$ cat config.mk
export PLATFORM = sky130hd
export DESIGN_NAME = reconf_fir_filter
export DESIGN_NICKNAME = d
export VERILOG_FILES = /design/src/rtl/reconf_fir_filter.sv
export SDC_FILE = /design/constraint.sdc
export NUM_CORES = 1
export LEC_CHECK = 0
export BUFFER_PORTS_ARGS = -buffer_cell sky130_fd_sc_hd__buf_4
export CORE_MARGIN = 2
export CORE_UTILIZATION = 55
export DETAILED_ROUTE_END_ITERATION = 8
export PLACE_DENSITY_LB_ADDON = 0.3
export SYNTH_ARGS = -nofsm -noshare
export SYNTH_HDL_FRONTEND = slang
export SYNTH_SLANG_ARGS = --single-unit
$ cat constraint.sdc
create_clock -name iClk_12M -period 7.5 [get_ports iClk_12M]
set_clock_uncertainty 0.2 [all_clocks]
set_input_delay 1.5 -clock iClk_12M [delete_from_list [all_inputs] [get_ports iClk_12M]]
set_output_delay 1.5 -clock iClk_12M [all_outputs]
set_load 0.03 [all_outputs]
$ cat src/rtl/reconf_fir_filter.sv
// 12-tap reconfigurable FIR: run-time coefficient banks for positive/negative taps, windowed accumulate.
// Optional FIR_SATURATE_EN: clamp the 25-bit difference to 16 bits instead of wrapping.
module reconf_fir_filter (
    input  logic        iClk_12M,
    input  logic        iRsn,
    input  logic        iEnSample_600k,
    input  logic        iCoeffiUpdateFlag,
    input  logic        iCsnRam,
    input  logic        iWrnRam,
    input  logic [3:0]  iAddrRam_pos,
    input  logic [3:0]  iAddrRam_neg,
    input  logic [15:0] iWrDtRam,
    input  logic [5:0]  iNumOfCoeff,
    input  logic [2:0]  iFirIn,
    output logic [15:0] oFirOut
);

    localparam int unsigned NTAP = 12;
    localparam int unsigned BANK = 16;
    localparam int unsigned CW   = 16;
    localparam int unsigned DW   = 3;
    localparam int unsigned PW   = 19;
    localparam int unsigned AW   = 24;
    localparam int unsigned RW   = 25;

    typedef enum logic [1:0] {p_Idle, p_SpSram, p_Acc, p_Sum} state_e;

    state_e                state_q;
    logic [1:0]            csn_run_q;
    logic signed [DW-1:0]  tap_q      [NTAP];
    logic signed [CW-1:0]  pos_bank_q [BANK];
    logic signed [CW-1:0]  neg_bank_q [BANK];

    logic                  rd_pos_vld_q, rd_neg_vld_q;
    logic signed [CW-1:0]  rd_pos_coef_q, rd_neg_coef_q;
    logic [3:0]            rd_pos_tap_q, rd_neg_tap_q;

    logic signed [AW-1:0]  acc_pos_q, acc_pos_d;
    logic signed [AW-1:0]  acc_neg_q, acc_neg_d;

    logic                  wr_en_c, rd_en_c, acc_clr_c;
    logic [5:0]            num_eff_c;
    logic signed [DW-1:0]  tap_pos_c, tap_neg_c;
    logic signed [PW-1:0]  prod_pos_c, prod_neg_c;
    logic signed [RW-1:0]  diff_c;
    logic [CW-1:0]         result_c;

    // Positive bank: 1..6 -> odd taps 1..11, 7 -> tap 12; anything else never contributes.
    function automatic logic [3:0] map_pos(input logic [3:0] a);
        if (a >= 4'd1 && a <= 4'd6) return 4'({a, 1'b0} - 5'd1);
        else if (a == 4'd7)         return 4'd12;
        else                        return 4'd0;
    endfunction

    // Negative bank: 1..5 -> even taps 2..10.
    function automatic logic [3:0] map_neg(input logic [3:0] b);
        if (b >= 4'd1 && b <= 4'd5) return 4'({b, 1'b0});
        else                        return 4'd0;
    endfunction

    assign wr_en_c   = (state_q == p_SpSram) && !iCsnRam && !iWrnRam;
    assign rd_en_c   = (state_q == p_Acc) && !iCsnRam && iWrnRam && !iCoeffiUpdateFlag;
    assign acc_clr_c = (state_q == p_Acc) && iEnSample_600k;
    assign num_eff_c = (iNumOfCoeff > 6'd12) ? 6'd12 : iNumOfCoeff;

    // Delay line shifts on every strobe, independent of state.
    always_ff @(posedge iClk_12M or negedge iRsn) begin
        if (!iRsn) begin
            for (int i = 0; i < int'(NTAP); i++) tap_q[i] <= '0;
        end else if (iEnSample_600k) begin
            tap_q[0] <= $signed(iFirIn);
            for (int i = 1; i < int'(NTAP); i++) tap_q[i] <= tap_q[i-1];
        end
    end

    always_ff @(posedge iClk_12M or negedge iRsn) begin
        if (!iRsn) begin
            for (int i = 0; i < int'(BANK); i++) begin
                pos_bank_q[i] <= '0;
                neg_bank_q[i] <= '0;
            end
        end else if (wr_en_c) begin
            if (iAddrRam_pos != 4'd0) pos_bank_q[iAddrRam_pos] <= $signed(iWrDtRam);
            if (iAddrRam_neg != 4'd0) neg_bank_q[iAddrRam_neg] <= $signed(iWrDtRam);
        end
    end

    // Synchronous bank read; the mapped tap index travels with the data.
    always_ff @(posedge iClk_12M or negedge iRsn) begin
        if (!iRsn) begin
            rd_pos_vld_q  <= 1'b0;
            rd_neg_vld_q  <= 1'b0;
            rd_pos_coef_q <= '0;
            rd_neg_coef_q <= '0;
            rd_pos_tap_q  <= '0;
            rd_neg_tap_q  <= '0;
        end else begin
            rd_pos_vld_q  <= rd_en_c && (iAddrRam_pos != 4'd0);
            rd_neg_vld_q  <= rd_en_c && (iAddrRam_neg != 4'd0);
            rd_pos_coef_q <= pos_bank_q[iAddrRam_pos];
            rd_neg_coef_q <= neg_bank_q[iAddrRam_neg];
            rd_pos_tap_q  <= map_pos(iAddrRam_pos);
            rd_neg_tap_q  <= map_neg(iAddrRam_neg);
        end
    end

    // Taps beyond the active count select zero.
    always_comb begin
        tap_pos_c = '0;
        tap_neg_c = '0;
        for (int i = 0; i < int'(NTAP); i++) begin
            if (rd_pos_tap_q == 4'(i + 1) && 6'(i + 1) <= num_eff_c) tap_pos_c = tap_q[i];
            if (rd_neg_tap_q == 4'(i + 1) && 6'(i + 1) <= num_eff_c) tap_neg_c = tap_q[i];
        end
    end

    assign prod_pos_c = PW'(rd_pos_coef_q) * PW'(tap_pos_c);
    assign prod_neg_c = PW'(rd_neg_coef_q) * PW'(tap_neg_c);

    always_comb begin
        acc_pos_d = acc_clr_c ? '0 : acc_pos_q;
        acc_neg_d = acc_clr_c ? '0 : acc_neg_q;
        if (rd_pos_vld_q) acc_pos_d = acc_pos_d + AW'(prod_pos_c);
        if (rd_neg_vld_q) acc_neg_d = acc_neg_d + AW'(prod_neg_c);
        if (state_q == p_Sum || iCoeffiUpdateFlag) begin
            acc_pos_d = '0;
            acc_neg_d = '0;
        end
    end

    always_ff @(posedge iClk_12M or negedge iRsn) begin
        if (!iRsn) begin
            acc_pos_q <= '0;
            acc_neg_q <= '0;
        end else begin
            acc_pos_q <= acc_pos_d;
            acc_neg_q <= acc_neg_d;
        end
    end

    assign diff_c = RW'(acc_pos_q) - RW'(acc_neg_q);

`ifdef FIR_SATURATE_EN
    always_comb begin
        if (diff_c > 25'sd32767)       result_c = 16'h7FFF;
        else if (diff_c < -25'sd32768) result_c = 16'h8000;
        else                           result_c = diff_c[CW-1:0];
    end
`else
    logic unused_hi_c;
    assign result_c    = diff_c[CW-1:0];
    assign unused_hi_c = ^diff_c[RW-1:CW];
`endif

    // Run length of iCsnRam high, saturating at 2, so only the second high cycle ends a window.
    always_ff @(posedge iClk_12M or negedge iRsn) begin
        if (!iRsn)         csn_run_q <= 2'd0;
        else if (!iCsnRam) csn_run_q <= 2'd0;
        else if (csn_run_q != 2'd2) csn_run_q <= csn_run_q + 2'd1;
    end

    always_ff @(posedge iClk_12M or negedge iRsn) begin
        if (!iRsn) begin
            state_q <= p_Idle;
            oFirOut <= '0;
        end else if (iCoeffiUpdateFlag) begin
            state_q <= p_SpSram;
        end else begin
            case (state_q)
                p_Idle:   state_q <= p_Idle;
                p_SpSram: state_q <= p_Acc;
                p_Acc:    if (iCsnRam && csn_run_q == 2'd1) state_q <= p_Sum;
                p_Sum: begin
                    oFirOut <= result_c;
                    state_q <= p_Acc;
                end
                default:  state_q <= p_Idle;
            endcase
        end
    end

endmodule

* After elaboration in Yosys (flattened, before gate mapping)
Index checks and enable logic that the tools add are counted.
** Storage, ports and cells
- Register bits after elaboration :: 658
- Input bits :: 39
- Output and inout bits :: 16
- Word-level logic and storage cells :: 217
** Cells by class
- Add/subtract/negate cells :: 5
- Multiply operators :: 2
- $lt $le $gt $ge :: 21
- Eq/ne operators :: 32
- Multiplexer cells :: 51
- Bitwise gates (word level) :: 3
- Reduce and logical (&&, ||, !) cells :: 48
** Operators with widths (number)
- bitwise mux 256 bit :: 2
- two-way mux 24 bit :: 6
- binary-select mux 16 bit (select 4 bit) :: 2
- demux 16 bit (select 4 bit) :: 2
- two-way mux 16 bit :: 6
- two-way mux 3 bit :: 24
- adder 24 x 19 -> 24 bit :: 2
- == test 4 bit, second input constant :: 10
- multiplier 16 x 3 -> 19 bit :: 2
- logical AND 1 bit :: 37
- == test 4 x 3 -> 1 bit, second input constant :: 9
- <= comparator 4 x 6 -> 1 bit, first input constant :: 5
- <= comparator 3 x 6 -> 1 bit, first input constant :: 4
- == test 4 x 2 -> 1 bit, second input constant :: 4
- subtractor 16 bit :: 1
- <= comparator 2 x 6 -> 1 bit, first input constant :: 2
- two-way mux 4 bit :: 3
- greater-or-equal comparator 5 bit, second input constant :: 2
- less-than comparator 5 x 1 -> 1 bit, second input constant :: 2
- inverter 4 -> 5 bit :: 2
- == test 4 x 1 -> 1 bit, second input constant :: 2
- greater-or-equal comparator 4 x 1 -> 1 bit, second input constant :: 2
- <= comparator 4 x 3 -> 1 bit, second input constant :: 2
- two-way mux 2 bit :: 4
- 18 further kinds :: 25

* Logic depth before layout (Yosys ltp)
Gate-level depths: netlist (run 1).
- Word-level depth :: 20
- Gate-level depth with buffers :: 25
- Gate-level depth less buffers :: 24

* Worst setup path before layout (run 1)
No wires, ideal clock.
- Kind :: input port to flip-flop
- Start :: in iNumOfCoeff[2]
- End :: reg acc_pos_q[14]
- Library setup time :: 118 ps
- Data arrival time :: 7229 ps
- Required time :: 7182 ps
- Path slack :: -47 ps
- Stages on the path :: 25
- Buffers on the path :: 2
- Cells stage by stage :: buf_6 nor4_4 a2111oi_1 a22o_1 o211ai_2 nand3_1 a222oi_1 clkbuf_1 nand2b_1 fa_1 fa_1 fa_1 inv_1 ha_1 fa_1 a21o_1 a21oi_1 o21bai_1 a21oi_1 o21bai_1 a211oi_1 nor2_1 o41ai_1 mux2i_1 a21o_1
** On the way
- Cells in the longest elaborated chain, start to end :: 20
- Elaborated cells on any way between the ends :: 42
- Those cells by class :: 1 x add/sub; 1 x mul; 13 x order compare; 15 x mux; 12 x reduce/logical
** RTL lines
- start, declared :: line 13 : input logic [5:0] iNumOfCoeff,
- greater-than comparator 6 x 4 -> 1 bit :: line 64 : assign num_eff_c = (iNumOfCoeff > 6'd12) ? 6'd12 : iNumOfCoeff;
- two-way mux 6 bit (*) :: line 64
- <= comparator 1 x 6 -> 1 bit :: line 112 : if (rd_pos_tap_q == 4'(i + 1) && 6'(i + 1) <= num_eff_c) tap_pos_c = tap_q[i];
- logical AND 1 bit :: line 112
- two-way mux 3 bit (11 in a row) :: line 112
- two-way mux 3 bit (*) :: line 112
- multiplier 16 x 3 -> 19 bit (*) :: line 117 : assign prod_pos_c = PW'(rd_pos_coef_q) * PW'(tap_pos_c);
- adder 24 x 19 -> 24 bit (*) :: line 123 : if (rd_pos_vld_q) acc_pos_d = acc_pos_d + AW'(prod_pos_c);
- two-way mux 24 bit (*) :: line 123
- two-way mux 24 bit (*) :: line 125 : if (state_q == p_Sum || iCoeffiUpdateFlag) begin
- via acc_pos_d[14] :: line 38 : logic signed [AW-1:0] acc_pos_q, acc_pos_d;
- end signal, assigned :: line 136 : acc_pos_q <= acc_pos_d;
- end, declared :: line 38
Mark *: on every way through the listed nets, which the timed path passes. The rest lies on a longest branch.
A chain may end at the register's enable or synchronous reset.

* Final worst setup path (run 1)
- Start :: in iNumOfCoeff[5]
- End :: reg acc_pos_q[14]
The elaborated chain is that of the path after synthesis.

==> results of run 1 <==
metal layers:
layer / up-vias / track usage, %
met5: - / 0
met4: 2 / 7.676
met3: 124 / 3.958
met2: 444 / 41.20
met1: 9898 / 33.78
li1: 8158 / -
placed cells by master (no fill, tap or decap), types with 7 or more instances in the layout:
cell type / instances
clkinv_2: 7
clkbuf_16: 72
xor2_1: 9
nand2b_1: 7
ha_1: 79
nand2_1: 110
nand3_1: 13
a211oi_1: 12
nor3_1: 16
fa_1: 57
dfrtp_1: 641
nor2b_1: 20
and2_1: 34
or2_2: 14
a21oi_1: 48
xnor2_1: 32
inv_1: 81
and3_1: 10
buf_4: 85
clkbuf_1: 18
o21ai_0: 37
a21o_1: 11
nor2_1: 78
clkbuf_8: 11
mux2_2: 510
mux4_2: 160
mux2i_1: 25
state kept, by name, summed over array words and instances (netlist names):
register and flops:
neg_bank_q 256, pos_bank_q 256, tap_q 36, acc_neg_q 16, acc_pos_q 16, oFirOut 16, rd_neg_coef_q 16, rd_pos_coef_q 16
rd_pos_tap_q 4, rd_neg_tap_q 3, csn_run_q 2, state_q 2, rd_neg_vld_q 1, rd_pos_vld_q 1
cell type report:
type	count	share of cell area [%]
clock inverters	17	0.4810
flip-flops and latches	641	45.68
inverters	81	0.8659
multi-input cells	1382	42.46
well taps	765	2.726
clock buffers	101	5.755
repair buffers	89	2.031
worst paths after layout:
check / to / start / cells past startpoint
worst max register to register: acc_pos_q[14]$_DFF_PN0_ / rd_pos_tap_q[3]$_DFF_PN0_ / 24
worst max-delay path: acc_pos_q[14]$_DFF_PN0_ / iNumOfCoeff[5] / 24
worst min register to register: pos_bank_q[244]$_DFFE_PN0P_ / pos_bank_q[244]$_DFFE_PN0P_ / 0
min in group asynchronous: tap_q[28]$_DFFE_PN0P_ / iRsn / 1
worst min-delay path: pos_bank_q[244]$_DFFE_PN0P_ / pos_bank_q[244]$_DFFE_PN0P_ / 0
max in group asynchronous: rd_neg_coef_q[1]$_DFF_PN0_ / iRsn / 2
power groups by stage:
stage	Clock (uW)	Sequential [uW]	Combinational, uW
after floorplan	0	4040	864
after global placement	0	4100	1140
after detailed placement	0	4130	1180
after CTS	3380	4070	1190
after global routing	3530	4110	1300
final	3320	4070	1170
worst max-delay path: cells and delay by family:
family / cells / cell delay (ns)
AND/OR/NAND/NOR: 4 / 0.80
AO/OA/AOI/OAI: 11 / 2.38
buffers and inverters: 3 / 0.37
adder cells (fa/ha/maj): 5 / 2.15
multiplexers: 1 / 0.13
cell families after synthesis:
logic type | Yosys count | share of synthesized area [%]
xor gates and xnor gates | 42 | 1.193
AOI/OAI and AO/OA | 178 | 3.664
buffers and inverters | 270 | 3.265
adders and majority gates | 136 | 6.656
muxes | 695 | 29.99
and+or+nand+nor | 331 | 5.092
DFF | 641 | 50.13
cell usage after synthesis, types with 13 or more instances:
| cell | number | area (um2) |
|---|---|---|
| nand2_1 | 110 | 412.9 |
| or2_2 | 14 | 87.58 |
| buf_1 | 24 | 90.09 |
| mux2i_1 | 25 | 250.2 |
| nand3_1 | 13 | 65.06 |
| nor3_1 | 16 | 80.08 |
| and2_1 | 34 | 212.7 |
| ha_1 | 79 | 988.5 |
| fa_1 | 57 | 1141 |
| mux4_2 | 160 | 3603 |
| nor2b_1 | 20 | 125.1 |
| a21oi_1 | 48 | 240.2 |
| mux2_2 | 510 | 5743 |
| dfrtp_1 | 641 | 16040 |
| inv_1 | 81 | 304.0 |
| xnor2_1 | 32 | 280.3 |
| clkbuf_1 | 161 | 604.3 |
| nor2_1 | 78 | 292.8 |
| o21ai_0 | 37 | 185.2 |
metrics by stage:
stage | instances | hold slack, ns | cell area (um2) | TNS (ns)
3_5_place_dp | 2958 | 0.1632 | 32920 | -0.1466
6_report | 3076 | 0.1724 | 35110 | 0
3_3_place_gp | 2958 | 0.1604 | 32920 | -0.004552
4_1_cts | 3076 | 0.1765 | 35110 | 0
2_1_floorplan | 2293 | 0.2246 | 32000 | 0
5_1_grt | 3076 | 0.1842 | 35110 | 0
==> run summary, run 1 <==
Outcome: finished, final reports clean
H-tree levels: 3
Wire per inst: 23.35 um
Total power: 8560 uW
Worst vdd ir: 0.2145 mV
Post-Syn Nets: 2468
Starting density of the core: 55.56%
Yosys warns: 0
Leak: 0.01687 uW
Number of global-route vias before repair: 19910
Final Core Density: 60.98%
HPWL after detailed placement: 45170 um
Synth Area per Inst: 13.95 um2
Top sig layer: met5
Grt ovf: 0
Die height: 245.2 um
Class of the worst hold path: register to register
Port bufs: 54
Kind of critical path: input pin to register
Met3 routed WL: 3199 um
Initial antenna violation count: 1
Crit-path max cell delay: 0.55 ns
Vias: 18630
Crit end category: register
Post-synth design cell area: 31990 um2
Post-layout nets: 2439
RePlAce Congestion: 0.8613
Die area: 60120 um2
First drt pass iteration count: 5
Sw Pwr: 2182 uW
Pwr dens: 243.8 nW/um2
F_max: 0.1420 GHz
Final setup viols: 0
Synthesized instance count: 2293
Share of layout cells above drive strength 1: 38.47%
Min Tclk post-route: 7.044 ns
Worst path cell trace: buf_4 -> nor3_2 -> a211oi_1 -> buf_4 -> a221oi_1 -> nand3_1 -> a222oi_1 -> nand2b_1 -> fa_1 -> fa_1 -> fa_1 -> inv_1 -> ha_1 -> fa_1 -> a21o_1 -> a21oi_1 -> o21bai_1 -> a21oi_1 -> o21bai_1 -> a211oi_1 -> nor2_1 -> o41ai_1 -> mux2i_1 -> a21o_1
# IOs: 55
Synthesized flop and latch total: 641
TritonCTS clock tree: yes
Total CTS buffers: 69
Critical Path Start Type: input pin
CTS Buffer Depth: 3
Max-cap check violation count: 0
Met1 Routed Length: 31230 um
Setup repair bufs after CTS: 0
Post-route ant nets: 0
Final Hold Violating Endpoints: 0
Comb power frac: 13.7%
Async SR Flop Fraction: 100.0%
RSZ-0062 raised after global routing: false
First-pass GRT wire length: 114400 um
Power Internal: 6378 uW
Remaining DRCs: 0
R2R Setup Slk: 0.95 ns
Post-synth EDFFs: 0
Reg clk slew, reported paths: 0.06 ns
Worst-skew pair later-pin latency: 0.60 ns
First-iteration detailed-routing DRC count: 1391
Slew @ Worst Pin: 1.215 ns
Pre-CTS setup slack: -0.1251 ns
PnR worst setup slack: 0.4564 ns
WL met2: 35590 um
Switch share: 25.49%
Final wirelength: 71820 um
Tcrit/Tclk final: 93.91%
Slew margin rel.: 18.80%
Die Wd: 245.2 um
Seq/Total Area, Yosys: 50.13%
Root Buffer: clkbuf_16
Crit-path slowest cell: fa_1
Vias per inst: 6.055
Area delta synth->final: 9.749%
Arr. time, crit path: 7.33 ns
Pin count of the biggest net entering global routing: 167
Worst Path Max Fanout: 8
CP most frequent cell: fa_1
Core Area: 57590 um2
CTS resizes: 0
Clk pwr share: 38.8%
Dominant synthesized flop cell: dfrtp_1
Multi-input logic area: 14910 um2
Clk sinks: 641
Final slew viol count: 0
CTS Hold Bufs: 0
Reg area: 16040 um2
GRT Util Overall: 24.79%
Fillers: 4266
Share of power burned in registers: 47.6%
Num rows: 88
Antenna Cells: 0
Critical path required time: 7.79 ns
Yosys cell types: 71
No activity file was read; power rests on OpenSTA's default activity.
==> run 2: changes to the inputs <==
--- a/config.mk
+++ b/config.mk
@@ -6,8 +6,10 @@
 export NUM_CORES = 1
 export LEC_CHECK = 0
 export BUFFER_PORTS_ARGS = -buffer_cell sky130_fd_sc_hd__buf_4
+export CELL_PAD_IN_SITES_DETAIL_PLACEMENT = 1
+export CELL_PAD_IN_SITES_GLOBAL_PLACEMENT = 1
 export CORE_MARGIN = 2
-export CORE_UTILIZATION = 55
+export CORE_UTILIZATION = 54
 export DETAILED_ROUTE_END_ITERATION = 8
 export PLACE_DENSITY_LB_ADDON = 0.3
 export SYNTH_ARGS = -nofsm -noshare
==> run summary, run 2 (synthesis results as in run 1) <==
Most common cell after layout, fill and taps aside: dfrtp_1
Critical R2R Launch: rd_pos_tap_q[3]$_DFF_PN0_
Starting density of the core: 54.42% (-1.1 points)
Share of power burned in registers: 46.5% (-1.1 points)
Clk sinks: 641 (unchanged)
Remaining DRCs: 0 (unchanged)
Min Tclk post-route: 7.080 ns (+0.03652 ns)
Share of layout cells above drive strength 1: 39.34% (+0.87 points)
Sw Pwr: 2332 uW (+6.9%)
CTS Buffer Depth: 3 (unchanged)
RePlAce Congestion: 0.8835 (+2.6%)
Class of the worst hold path: register to register
Worst-skew pair later-pin latency: 0.61 ns (about the same)
Crit path buffers/inverters: 7 (+4)
Die height: 247.4 um (+0.91%)
CP delay by family, top: compound AO/OA/AOI/OAI gates
Critical path required time: 7.82 ns (+0.03 ns)
Pwr dens: 249.4 nW/um2 (+2.3%)
Multi-input logic area: 14910 um2 (unchanged)
CTS Hold Bufs: 0 (unchanged)
Root Buffer: clkbuf_16
Wire per inst: 26.52 um (+14%)
Total CTS buffers: 69 (unchanged)
Die Wd: 247.4 um (+0.91%)
Worst Path Max Fanout: 14 (+6)
Fillers: 5418 (+27%)
Core Area: 58800 um2 (+2.1%)
Slew margin rel.: 17.15% (-1.7 points)
First drt pass iteration count: 7 (+2)
RSZ-0062 raised after global routing: false
Max-cap check violation count: 0 (unchanged)
Post-route ant nets: 0 (unchanged)
Vias: 19020 (+2.1%)
Placed instance area: 33070 um2 (+0.44%)
Area delta synth->final: 10.70%
Slew @ Worst Pin: 1.240 ns (+0.02469 ns)
Power Internal: 6499 uW (+1.9%)
Number of global-route vias before repair: 21520 (+8.1%)
Biggest regs: neg_bank_q: 256 flops, pos_bank_q: 256 flops, tap_q: 36 flops
Final slew viol count: 0 (unchanged)
Outcome: finished, final reports clean
HPWL after detailed placement: 51180 um (+13%)
Total power: 8832 uW (+3.2%)
CTS resizes: 0 (unchanged)
Num rows: 89 (+1.1%)
Comb power frac: 13.7% (about the same)
CP most frequent cell: buf_4
Final wirelength: 82440 um (+15%)
Final Hold Violating Endpoints: 0 (unchanged)
Most frequent cells in the layout: 641 x dfrtp_1, 510 x mux2_2, 160 x mux4_2
Vias per inst: 6.117 (+1.0%)
TritonCTS clock tree: yes
HP Start: pos_bank_q[240]$_DFFE_PN0P_
Reg area: 16040 um2 (unchanged)
Kind of critical path: input pin to register
Arr. time, crit path: 7.40 ns (+0.07 ns)
Worst vdd ir: 0.1839 mV (-14%)
Switch share: 26.41% (+0.92 points)
Die area: 61210 um2 (+1.8%)
First-pass GRT wire length: 129200 um (+13%)
Grt ovf: 0 (unchanged)
Hold slack: 0.1737 ns (+0.001298 ns)
Post-layout nets: 2457 (+0.74%)
H-tree levels: 3 (unchanged)
Fin cells: 3109 (+1.1%)
Critical Path Start: iNumOfCoeff[4]
F_max: 0.1412 GHz (-0.52%)
Leak: 0.01705 uW (+1.0%)
# IOs: 55 (unchanged)
Port bufs: 54 (unchanged)
Pin count of the biggest net entering global routing: 153 (-8.4%)
Reg clk slew, reported paths: 0.06 ns (about the same)
Setup repair bufs after CTS: 0 (unchanged)
Crit-path slowest cell: nor4b_1
First-iteration detailed-routing DRC count: 967 (-30%)
Post-Layout Inst Area: 35420 um2 (+0.87%)
Critical Path Start Type: input pin
Initial antenna violation count: 2 (+1)
Final setup viols: 0 (unchanged)
Antenna Cells: 0 (unchanged)
Crit-path max cell delay: 0.54 ns (about the same)
Tcrit/Tclk final: 94.40% (+0.49 points)
Clk pwr share: 39.8% (+1.0 points)
Crit end category: register
GRT Util Overall: 28.02% (+3.2 points)
Placed cell count: 2984 (+0.88%)
==> run 2: worst paths after layout <==
| check | end | slack [ns] | cells after the start |
|---|---|---|---|
| worst min register to register | pos_bank_q[240]$_DFFE_PN0P_ | 0.17 | 0 |
| worst min-delay path | pos_bank_q[240]$_DFFE_PN0P_ | 0.17 | 0 |
| worst max-delay path | acc_neg_q[15]$_DFF_PN0_ | 0.42 | 27 |
| min in group asynchronous | tap_q[21]$_DFFE_PN0P_ | 0.61 | 1 |
| worst max register to register | acc_pos_q[14]$_DFF_PN0_ | 1.00 | 24 |
| max in group asynchronous | neg_bank_q[112]$_DFFE_PN0P_ | 5.05 | 2 |
==> run 2: area by class of cell <==
type / instances / share of cell area [%]
clock inverter: 25 / 0.8549
multi-input combinational: 1382 / 42.10
clock buffer: 100 / 5.776
sequential: 641 / 45.29
timing repair buffer: 107 / 2.395
tap: 773 / 2.731
inverter: 81 / 0.8584
==> run 2: worst register-to-register path: cells and delay by family (launching register included) <==
| kind | cells | cell delay [ns] |
|---|---|---|
| flip-flops | 1 | 0.51 |
| AND/OR/NAND/NOR | 4 | 0.76 |
| multiplexers | 1 | 0.13 |
| adder cells (fa/ha/maj) | 5 | 2.13 |
| AO/OA/AOI/OAI | 12 | 2.44 |
| buffers and inverters | 2 | 0.23 |
==> run 2: per-stage QoR <==
| step | util (%) | setup TNS, ns | setup WS (ns) |
|---|---|---|---|
| floorplan | - | 0 | 0.01295 |
| global placement | 56.24 | -0.06813 | -0.06813 |
| detailed placement | 56.24 | -0.4708 | -0.1480 |
| CTS | 60.24 | 0 | 0.4858 |
| global route | 60.24 | 0 | 0.03459 |
| finish | 60.24 | 0 | 0.4199 |
==> run 2: power by group through the flow <==
stage	Clock, uW	Combinational, uW	Sequential, uW
finish	3510	1210	4110
floorplan	0	864	4040
global placement	0	1150	4110
CTS	3570	1230	4100
global route	3700	1340	4140
detailed placement	0	1210	4150
==> run 2: routing by layer <==
| layer | vias to the layer above | track usage (%) | part of all wire (%) |
|---|---|---|---|
| met5 | - | 0 | 0 |
| met4 | 0 | 8.524 | 2.7 |
| met3 | 157 | 4.477 | 4.3 |
| met2 | 434 | 48.32 | 51 |
| met1 | 10230 | 36.69 | 42 |
| li1 | 8200 | - | - |
